--- config.mk ---
export PLATFORM = sky130hd
export DESIGN_NAME = uart_tx_serializer
export DESIGN_NICKNAME = d
export VERILOG_FILES = /design/src/rtl/uart_tx_serializer.sv
export SDC_FILE = /design/constraint.sdc
export NUM_CORES = 1
export LEC_CHECK = 0
export ABC_CLOCK_PERIOD_IN_PS = 4600
export CORE_MARGIN = 2
export CORE_UTILIZATION = 61
export DETAILED_ROUTE_END_ITERATION = 8
export GPL_ROUTABILITY_DRIVEN = 1
export GPL_TIMING_DRIVEN = 0
export PLACE_DENSITY = 0.86
export SYNTH_ARGS = -nofsm -noshare
export SYNTH_HDL_FRONTEND = slang
export SYNTH_SLANG_ARGS = --single-unit
--- constraint.sdc ---
create_clock -name clk -period 4.6 [get_ports clk]
set_clock_uncertainty 0.05 [all_clocks]
set_input_delay 0.46 -clock clk [delete_from_list [all_inputs] [get_ports clk]]
set_output_delay 0.46 -clock clk [all_outputs]
set_load 0.1 [all_outputs]
--- src/rtl/uart_tx_serializer.sv ---
// UART transmit serializer: start, DATA_BITS data LSB-first, optional parity, STOP_BITS stop bits.
// Optional parity bit and parity_odd port are enabled by defining UART_TX_PARITY_EN.
module uart_tx_serializer #(
    parameter int unsigned DATA_BITS = 8,
    parameter int unsigned STOP_BITS = 1
) (
    input  logic                 clk,
    input  logic                 areset_n,
    input  logic [31:0]          divisor,
    input  logic [DATA_BITS-1:0] tx_data,
    input  logic                 tx_valid,
`ifdef UART_TX_PARITY_EN
    input  logic                 parity_odd,
`endif
    output logic                 tx_ready,
    output logic                 tx,
    output logic                 busy,
    output logic                 tx_done
);

    typedef enum logic [2:0] {
        S_IDLE,
        S_START,
        S_DATA,
`ifdef UART_TX_PARITY_EN
        S_PARITY,
`endif
        S_STOP
    } state_t;

    localparam logic [3:0] LAST_DATA = 4'(DATA_BITS - 1);
    localparam logic [3:0] LAST_STOP = 4'(STOP_BITS - 1);

    state_t               state, state_n;
    logic [31:0]          cnt, cnt_n;
    logic [31:0]          div_q, div_n;
    logic [3:0]           bit_idx, bit_n;
    logic [DATA_BITS-1:0] shift, shift_n;
    logic                 tx_n;
    logic                 done_n;
    logic                 bit_end;
`ifdef UART_TX_PARITY_EN
    logic                 par_q, par_n;
`endif

    assign bit_end = (cnt == div_q);

    always_comb begin
        state_n = state;
        cnt_n   = bit_end ? '0 : cnt + 32'd1;
        div_n   = div_q;
        bit_n   = bit_idx;
        shift_n = shift;
        done_n  = 1'b0;
`ifdef UART_TX_PARITY_EN
        par_n   = par_q;
`endif
        case (state)
            S_IDLE: begin
                cnt_n = '0;
                if (tx_valid) begin
                    shift_n = tx_data;
                    div_n   = divisor;
                    state_n = S_START;
`ifdef UART_TX_PARITY_EN
                    par_n   = parity_odd;
`endif
                end
            end
            S_START: begin
                if (bit_end) begin
                    state_n = S_DATA;
                    bit_n   = '0;
                end
            end
            S_DATA: begin
                if (bit_end) begin
                    shift_n = shift >> 1;
`ifdef UART_TX_PARITY_EN
                    // parity folded in bit by bit since the shift register is consumed
                    par_n   = par_q ^ shift[0];
`endif
                    if (bit_idx == LAST_DATA) begin
                        bit_n = '0;
`ifdef UART_TX_PARITY_EN
                        state_n = S_PARITY;
`else
                        state_n = S_STOP;
`endif
                    end else begin
                        bit_n = bit_idx + 4'd1;
                    end
                end
            end
`ifdef UART_TX_PARITY_EN
            S_PARITY: begin
                if (bit_end) begin
                    state_n = S_STOP;
                    bit_n   = '0;
                end
            end
`endif
            S_STOP: begin
                if (bit_end) begin
                    if (bit_idx == LAST_STOP) begin
                        state_n = S_IDLE;
                        done_n  = 1'b1;
                    end else begin
                        bit_n = bit_idx + 4'd1;
                    end
                end
            end
            default: state_n = S_IDLE;
        endcase

        // line level follows the next state so tx is a clean register output
        case (state_n)
            S_START:  tx_n = 1'b0;
            S_DATA:   tx_n = shift_n[0];
`ifdef UART_TX_PARITY_EN
            S_PARITY: tx_n = par_n;
`endif
            default:  tx_n = 1'b1;
        endcase
    end

    always_ff @(posedge clk or negedge areset_n) begin
        if (!areset_n) begin
            state    <= S_IDLE;
            cnt      <= '0;
            div_q    <= '0;
            bit_idx  <= '0;
            shift    <= '0;
            tx       <= 1'b1;
            tx_ready <= 1'b1;
            busy     <= 1'b0;
            tx_done  <= 1'b0;
`ifdef UART_TX_PARITY_EN
            par_q    <= 1'b0;
`endif
        end else begin
            state    <= state_n;
            cnt      <= cnt_n;
            div_q    <= div_n;
            bit_idx  <= bit_n;
            shift    <= shift_n;
            tx       <= tx_n;
            tx_ready <= (state_n == S_IDLE);
            busy     <= (state_n != S_IDLE);
            tx_done  <= done_n;
`ifdef UART_TX_PARITY_EN
            par_q    <= par_n;
`endif
        end
    end

endmodule
==> results.yml, run 1 <==
outcome:
  status: "finished, final reports clean"
critical_path:
  worstPathCellList: "clkdlybuf4s50_1"
  worst-path-buf-inv: 1
  end_kind: "primary output"
  worstPathArrival_ns: 2.00
  crit_slowest_cell: "clkdlybuf4s50_1"
  start_kind: "register"
  cp_max_fo: 1
  r2r_slack_ns: 2.26
  max_stage_delay_ns: 1.12
  crit_family: "buffers and inverters"
  crit_type: "register to primary output"
  critPathRequiredTime_ns: 4.09
route:
  drt_iter0_drc: 251
  wl_per_cell_um: 16.1
  via_count: 3328
  vias_per_cell: 5.72
  drt_wl_total_um: 9350
  dr.pass1.iters: 5
  antenna_left: 0
  route.detailed.drc: 0
placed_design:
  place_ws_ns: 2.32
  dpl.cell_count: 566
  gp_congestion: 0.921
  portBuffers: 46
  hpwlAfterDp_um: 6730
synth:
  yosysWarnings: 0
  synth_cell_type_count: 49
  syn-cell-area_um2: 4160
  syn_avg_cell_area_um2: 9.48
  synthCells: 439
  yosysSeqAreaShare_pct: 50.0
  mappedNetlistNets: 485
  ys_ff_latch: 83
floorplan:
  start_util_pct: 62.3
  die_x_um: 86.6
  die_area_um2: 7500
  ios: 47
  die_y_um: 86.6
  num_rows: 30
  fp.coreArea_um2: 6680
grt:
  grt_max_degree: 49
  grt_overflow: 0
  grtUsageTotal_pct: 27.0
  grt_antenna_before_repair: 0
  grt_pass1_wl_um: 15500
  grt_pass1_vias: 3355
sta:
  setup_viol: 0
  worst_slew_pin_slew_ns: 0.967
  slew_violations: 0
  final.setup.worst_slack_ns: 2.09
  slew_headroom_pct: 35.3
  fin_crit_sh_pct: 54.5
  fin_setup_tns_ns: 0
  hold_violations: 0
  min_period_ns: 2.51
  grt_setup_unrepaired: "no"
  timing.hold.ws_ns: 0.0144
  fmax_mhz: 399
power_and_ir_drop:
  cellLeakagePower_nw: 2.29
  p_per_area_nw_per_um2: 366
  peakVddDrop_v: 0.000223
finish:
  diodes: 0
  num-nets-final: 543
  layout_common_cells: "nand2_1, dfrtp_1, xnor2_1"
  drive_gt1_share_pct: 7.77
  utilization_pct: 74.4
  fill_cells: 474
  final-instance-count-excl-fill: 582
  syn2layout_area_growth_pct: 19.5
  multi_input_area_um2: 1950
  final_common_cell: "nand2_1"
  regArea_um2: 2080
hold_path:
  hold_path.class: "input pin to asynchronous set/reset pin"
clock_tree:
  root_buffer: "clkbuf_8"
  cts_resized: 0
  cts_buffers: 9
  post_cts_buffers: 0
  cts_tree: "done"
  h-tree-depth: 3
  cts_hold_buf: 0
  cts.sinks: 83
  clkTransAtPathRegs_ns: 0.08
  clock_latency_ns: 0.35
  clock_path_buffers: 2
flow_run:
  maxCapViolCount: 0
==> metal layers <==
layer	routed length, um	share of wire [%]	global-route usage, %	vias up
li1	-	-	-	1577
met1	3920	42	34.5	1629
met2	4750	51	45.3	101
met3	438	4.7	4.57	21
met4	242	2.6	12.1	0
met5	0	0	0	-
==> state kept, by name (all words and copies together) (netlist names) <==
register / cells
tx_ready: 1
tx_done: 1
bit_idx: 4
state: 3
busy: 1
cnt: 32
div_q: 32
tx: 1
shift: 8
==> through the flow <==
stage | area [um^2] | power, mW
global placement | 4720 | 1.22
floorplan | 4160 | 1.11
global route | 4970 | 1.90
CTS | 4970 | 1.82
detailed placement | 4750 | 1.23
finish | 4970 | 1.82
==> path summary, 6_finish.rpt <==
path                       startpoint        to  cells past startpoint
setup reg to reg               cnt[4]  shift[3]                      8
hold reg to reg              shift[5]  shift[5]                      1
hold / removal               areset_n    cnt[9]                      1
setup / recovery                   tx        tx                      1
min in group clk             shift[5]  shift[5]                      1
max in group asynchronous    areset_n        tx                      2
==> cells by family (layout without fill, tap and decap cells) <==
group                      after synthesis  count (layout)  share of synthesized area, %
adders and majority gates                3               3                         0.902
AOI/OAI and AO/OA                       27              27                          5.11
muxes                                    3               3                         0.752
buffers and inverters                   26              89                          3.07
other                                    1               1                        0.0901
xor gates and xnor gates                62              62                          13.1
DFF                                     83              83                          50.0
and+or+nand+nor                        234             234                          27.0
==> cells in the mapped netlist, drive strengths merged <==
| master | number | area [um^2] |
|---|---|---|
| buf | 9 | 62.6 |
| mux2 | 1 | 11.3 |
| nor2b | 1 | 6.26 |
| xnor2 | 53 | 464 |
| or2 | 2 | 12.5 |
| mux2i | 2 | 20.0 |
| and4 | 4 | 35.0 |
| inv | 11 | 41.3 |
| a41oi | 2 | 17.5 |
| conb | 1 | 3.75 |
| a32oi | 1 | 8.76 |
| nor4 | 5 | 67.6 |
| ha | 3 | 37.5 |
| a2111oi | 1 | 8.76 |
| a31o | 2 | 17.5 |
| nand4 | 22 | 150 |
| o22ai | 1 | 6.26 |
| a21oi | 1 | 5.00 |
| a211o | 2 | 17.5 |
| o21ai | 2 | 10.0 |
| a22o | 6 | 52.6 |
| nor3 | 13 | 70.1 |
| o2bb2ai | 1 | 8.76 |
| nand3 | 9 | 45.0 |
| nand2b | 3 | 18.8 |
| and2 | 3 | 20.0 |
| nand3b | 1 | 7.51 |
| or3 | 1 | 6.26 |
| dfrtp | 81 | 2030 |
| nand2 | 113 | 427 |
| xor2 | 9 | 78.8 |
| nor4b | 1 | 23.8 |
| dfstp | 2 | 52.6 |
| o211ai | 2 | 15.0 |
| clkbuf | 6 | 23.8 |
| a21o | 6 | 45.0 |
| nor2 | 46 | 173 |
| and3 | 10 | 62.6 |
==> layout make-up <==
class	instances	share of cell area, %
plain buffers	15	1.74
clock buffers	11	3.04
clock inverters	5	1.51
inverters	11	0.830
multi-input cells	330	39.3
flip-flops and latches	83	41.8
well taps	80	2.01
repair buffers	47	9.76
==> power breakdown <==
| group | total [mW] | switching, mW | internal (mW) |
|---|---|---|---|
| combinational | 0.343 | 0.193 | 0.150 |
| sequential | 0.887 | 0.0727 | 0.815 |
| clock | 0.590 | 0.258 | 0.333 |
(Power assumes the default switching activity.)
==> run 2, diff against run 1 <==
- ABC_CLOCK_PERIOD_IN_PS: 4600 -> 2150
- CORE_UTILIZATION: 61 -> 51
- PLACE_DENSITY: 0.86 -> 0.76
- clock period: 4.6 -> 2.15 ns (I/O delays scaled with it)
==> results.yml, run 2 (synthesized netlist as in run 1, its figures left out) <==
power_and_ir_drop:
  p_total_mw: 4.03
  cellLeakagePower_nw: 2.45
  peakVddDrop_v: 0.000396
  p_per_area_nw_per_um2: 745
finish:
  fill_cells: 578
  reg_top3: "cnt: 32 flops, div_q: 32 flops, shift: 8 flops"
  final-instance-count-excl-fill: 619
  layout_common_cells: "nand2_1, dfrtp_1, clkdlybuf4s50_1"
  num-nets-final: 558
  syn2layout_area_growth_pct: 30.2
  final_common_cell: "nand2_1"
  diodes: 0
  drive_gt1_share_pct: 18.6
critical_path:
  critPathRequiredTime_ns: 2.36
  end_kind: "register"
  worstPathCellList: "xnor2_1 -> nand4_1 -> nor4_4 -> and2_4 -> or2_1 -> buf_6 -> clkbuf_16 -> nor2_2"
  cp_max_fo: 6
  crit_type: "register to register"
  worst-path-buf-inv: 2
  start_kind: "register"
  crit_family: "simple AND/OR/NAND/NOR gates"
  worstPathArrival_ns: 2.47
  crit_slowest_cell: "dfrtp_2"
  max_stage_delay_ns: 0.47
clock_tree:
  root_buffer: "clkbuf_8"
  h-tree-depth: 3
  cts_tree: "done"
  cts.sinks: 83
  clkTransAtPathRegs_ns: 0.09
  cts_buffers: 9
  clock_path_buffers: 2
  clock_latency_ns: 0.37
sta:
  fin_crit_sh_pct: 105
  worst_slew_pin_slew_ns: 0.961
  min_period_ns: 2.26
  slew_headroom_pct: 35.7
  slew_violations: 0
  hold_violations: 0
  grt_setup_unrepaired: "yes"
  setup_viol: 38
  final.setup.worst_slack_ns: -0.112
  fmax_mhz: 442
route:
  via_count: 3338
  antenna_left: 0
  drt_iter0_drc: 198
  dr.pass1.iters: 4
  route.detailed.drc: 0
  wl_per_cell_um: 16.2
  vias_per_cell: 5.39
  drt_wl_total_um: 10000
flow_run:
  maxCapViolCount: 0
placed_design:
  portBuffers: 46
  place_ws_ns: -0.161
  hpwlAfterDp_um: 6720
  dpl.cell_count: 588
  gp_congestion: 0.903
floorplan:
  start_util_pct: 53.3
  die_area_um2: 8900
  num_rows: 32
  die_y_um: 94.3
  die_x_um: 94.3
  fp.coreArea_um2: 7810
  ios: 47
grt:
  grt_pass1_wl_um: 15900
  grt_pass1_vias: 3360
  grt_overflow: 0
  grt_max_degree: 45
  grt_antenna_before_repair: 0
  grtUsageTotal_pct: 23.4
hold_path:
  hold_path.class: "input pin to register"
outcome:
  violations: "negative setup slack"
  status: "complete, but fails checks"
run 2: cell types whose count changed in the layout (fill, tap and decap cells not counted), moves of 3 or more:
cell | previous run | this run
buf_1 | 3 | 0
buf_4 | 2 | 14
buf_8 | 0 | 3
clkbuf_2 | 1 | 4
dfrtp_1 | 81 | 74
dfrtp_2 | 0 | 7
nor2_1 | 46 | 40
nor2_2 | 0 | 4
xnor2_1 | 53 | 32
xnor2_2 | 0 | 20
run 2: worst reg2reg max path, cell delays in order, from the launching register on:
cell and delay, ns:
dfrtp_2 0.47, xnor2_1 0.28, nand4_1 0.19, nor4_4 0.42, and2_4 0.25, or2_1 0.13
buf_6 0.15, clkbuf_16 0.17, nor2_2 0.04
run 2: metrics by stage:
step                      setup TNS (ns)  util, %  hold WS, ns  instance area (um^2)
final                              -2.92     69.4        0.319                  5420
after global routing               -5.02     69.4        0.330                  5420
after CTS                              0     65.4        0.318                  5110
after detailed placement           -5.00     61.0        0.199                  4770
after global placement           -176.28     60.8        0.411                  4750
after floorplan                        0        -       -0.131                  4160
run 2: timing repair:
| action | in CTS | in global routing |
|---|---|---|
| resized for setup | 16 | 43 |
| gates cloned | 0 | 1 |
| setup endpoints to repair | 44 | 75 |
| buffers inserted | 3 | 10 |
| pin swaps | 4 | 16 |
| hold endpoints to repair | 43 | 0 |
| hold buffers | 1 | 0 |
run 2: metal layers:
layer	share of wire, %	vias to the layer above	track usage (%)
met3	4.5	21	6.90
met5	0	-	0
met4	2.5	0	8.09
li1	-	1607	-
met1	44	1622	29.4
met2	49	88	38.9
run 2: final cells by class:
class	instances	area (um^2)	area share (%)
plain buffers	15	108	1.99
clock buffers	11	141	2.61
clock inverters	5	77.6	1.43
inverters	11	41.3	0.762
multi-input cells	330	2220	41.1
flip-flops and latches	83	2090	38.6
well taps	102	128	2.36
repair buffers	62	608	11.2
run 2: power by group:
group | leakage, nW | switching [mW] | internal, mW | total (mW)
combinational | 1.27 | 0.448 | 0.403 | 0.851
clock | 0.109 | 0.567 | 0.682 | 1.25
sequential | 1.07 | 0.188 | 1.75 | 1.93
total | 2.45 | 1.20 | 2.83 | 4.03
run 2: path summary, 6_finish.rpt:
path,start,to,slack [ns],cells past startpoint
max in group asynchronous,areset_n,tx,1.05,3
worst min register to register,shift[3],shift[3],0.43,1
worst max register to register,cnt[0],cnt[27],-0.11,8
worst min-delay path,divisor[28],div_q[28],0.32,3
min in group asynchronous,areset_n,cnt[9],0.34,2
worst max-delay path,cnt[0],cnt[27],-0.11,8
==> run 3, diff against run 2 <==
- ABC_CLOCK_PERIOD_IN_PS: 2150 -> 2600
- CORE_UTILIZATION: 51 -> 56
- PLACE_DENSITY: 0.76 -> 0.8
- clock period: 2.15 -> 2.6 ns (I/O delays scaled with it)
==> results.yml, run 3 (synthesized netlist as in run 1, its figures left out) <==
outcome:
  status: "finished, final reports clean"
placed_design:
  portBuffers: 46
  hpwlAfterDp_um: 6530
  gp_congestion: 0.989
critical_path:
  r2r_slack_ns: 0.21
  worstPathCellList: "clkbuf_2 -> xnor2_1 -> nand4_1 -> nor4_1 -> and3_1 -> buf_2 -> nor2_1 -> a21o_1"
  crit_slowest_cell: "nor4_1"
  crit_type: "register to register"
  max_stage_delay_ns: 0.54
  end_kind: "register"
  worstPathArrival_ns: 2.57
  start_kind: "register"
  cp_max_fo: 8
  critPathRequiredTime_ns: 2.78
finish:
  diodes: 0
  utilization_pct: 69.1
  syn2layout_area_growth_pct: 19.8
  num-nets-final: 544
  reg_top3: "cnt: 32 flops, div_q: 32 flops, shift: 8 flops"
  drive_gt1_share_pct: 7.36
  regArea_um2: 2080
  layout_common_cells: "nand2_1, dfrtp_1, xnor2_1"
  final_common_cell: "nand2_1"
  multi_input_area_um2: 1960
  fill_cells: 583
floorplan:
  num_rows: 31
  die_x_um: 90.2
  die_y_um: 90.2
  start_util_pct: 57.7
  fp.coreArea_um2: 7210
  ios: 47
  die_area_um2: 8130
sta:
  setup_viol: 0
  fin_crit_sh_pct: 91.9
  slew_headroom_pct: 35.5
  worst_slew_pin_slew_ns: 0.964
  min_period_ns: 2.39
  fmax_mhz: 418
  slew_violations: 0
  fin_setup_tns_ns: 0
  grt_setup_unrepaired: "no"
  hold_violations: 0
route:
  drt_iter0_drc: 307
  via_count: 3233
  route.detailed.drc: 0
  drt_wl_total_um: 8890
  vias_per_cell: 5.37
  antenna_left: 0
  dr.pass1.iters: 5
  wl_per_cell_um: 14.8
clock_tree:
  clock_latency_ns: 0.34
  clkTransAtPathRegs_ns: 0.08
  clock_path_buffers: 2
  cts_buffers: 9
  cts.sinks: 83
  h-tree-depth: 3
  root_buffer: "clkbuf_8"
  cts_tree: "done"
grt:
  grtUsageTotal_pct: 23.4
  grt_pass1_wl_um: 15300
  grt_antenna_before_repair: 0
  grt_pass1_vias: 3155
  grt_overflow: 0
  grt_max_degree: 48
power_and_ir_drop:
  p_per_area_nw_per_um2: 620
  cellLeakagePower_nw: 2.27
  p_total_mw: 3.09
  peakVddDrop_v: 0.000465
flow_run:
  maxCapViolCount: 0
hold_path:
  hold_path.class: "input pin to asynchronous set/reset pin"
## run 3: metrics by stage
step	cells	instance area [um^2]	worst slack (ns)	hold WS, ns
after detailed placement	585	4770	0.231	0.205
after global routing	602	4980	0.117	0.379
after floorplan	439	4160	0.684	-0.0856
after CTS	602	4970	0.214	0.375
final	602	4980	0.210	0.379
after global placement	584	4740	-1.68	0.411
## run 3: critical path: cells and delay by family (launching register included)
family                 cells  cell delay [ns]
buffers and inverters      2             0.34
flip-flops                 1             0.37
AND/OR/NAND/NOR            4             1.05
XOR/XNOR                   1             0.26
AO/OA/AOI/OAI              1             0.19
## run 3: timing repair
| item | CTS | global route |
|---|---|---|
| endpoints found under the hold margin | 36 | 0 |
| setup buffers | 0 | 0 |
| resized for setup | 0 | 1 |
| endpoints found under the setup margin | 0 | 2 |
| hold buffers | 1 | 0 |
## run 3: worst paths after layout
kind	endpoint	cells past startpoint	from
setup / recovery	shift[2]	8	cnt[4]
setup reg to reg	shift[2]	8	cnt[4]
min in group clk	div_q[30]	3	divisor[30]
hold / removal	cnt[5]	2	areset_n
hold reg to reg	shift[6]	1	shift[6]
max in group asynchronous	tx_ready	3	areset_n
## run 3: report_power, final
part	switching [mW]	internal (mW)	total (mW)
logic	0.346	0.267	0.613
clock network	0.443	0.470	0.913
registers	0.123	1.44	1.56
## run 3: per-layer routing
layer	GRT usage (%)	wire, um	vias to the layer above
met2	37.6	4230	87
met3	6.12	448	20
li1	-	-	1579
met1	32.2	4090	1547
met4	5.26	122	0
met5	0	0	-
## run 3: layout make-up
cell class,count,share of cell area (%)
Inverter,11,0.829
Tap cell,99,2.49
Buffer,15,1.73
Clock buffer,12,2.91
Timing Repair Buffer,48,9.94
Multi-Input combinational cell,330,39.4
Sequential cell,83,41.7
Clock inverter,4,1.00
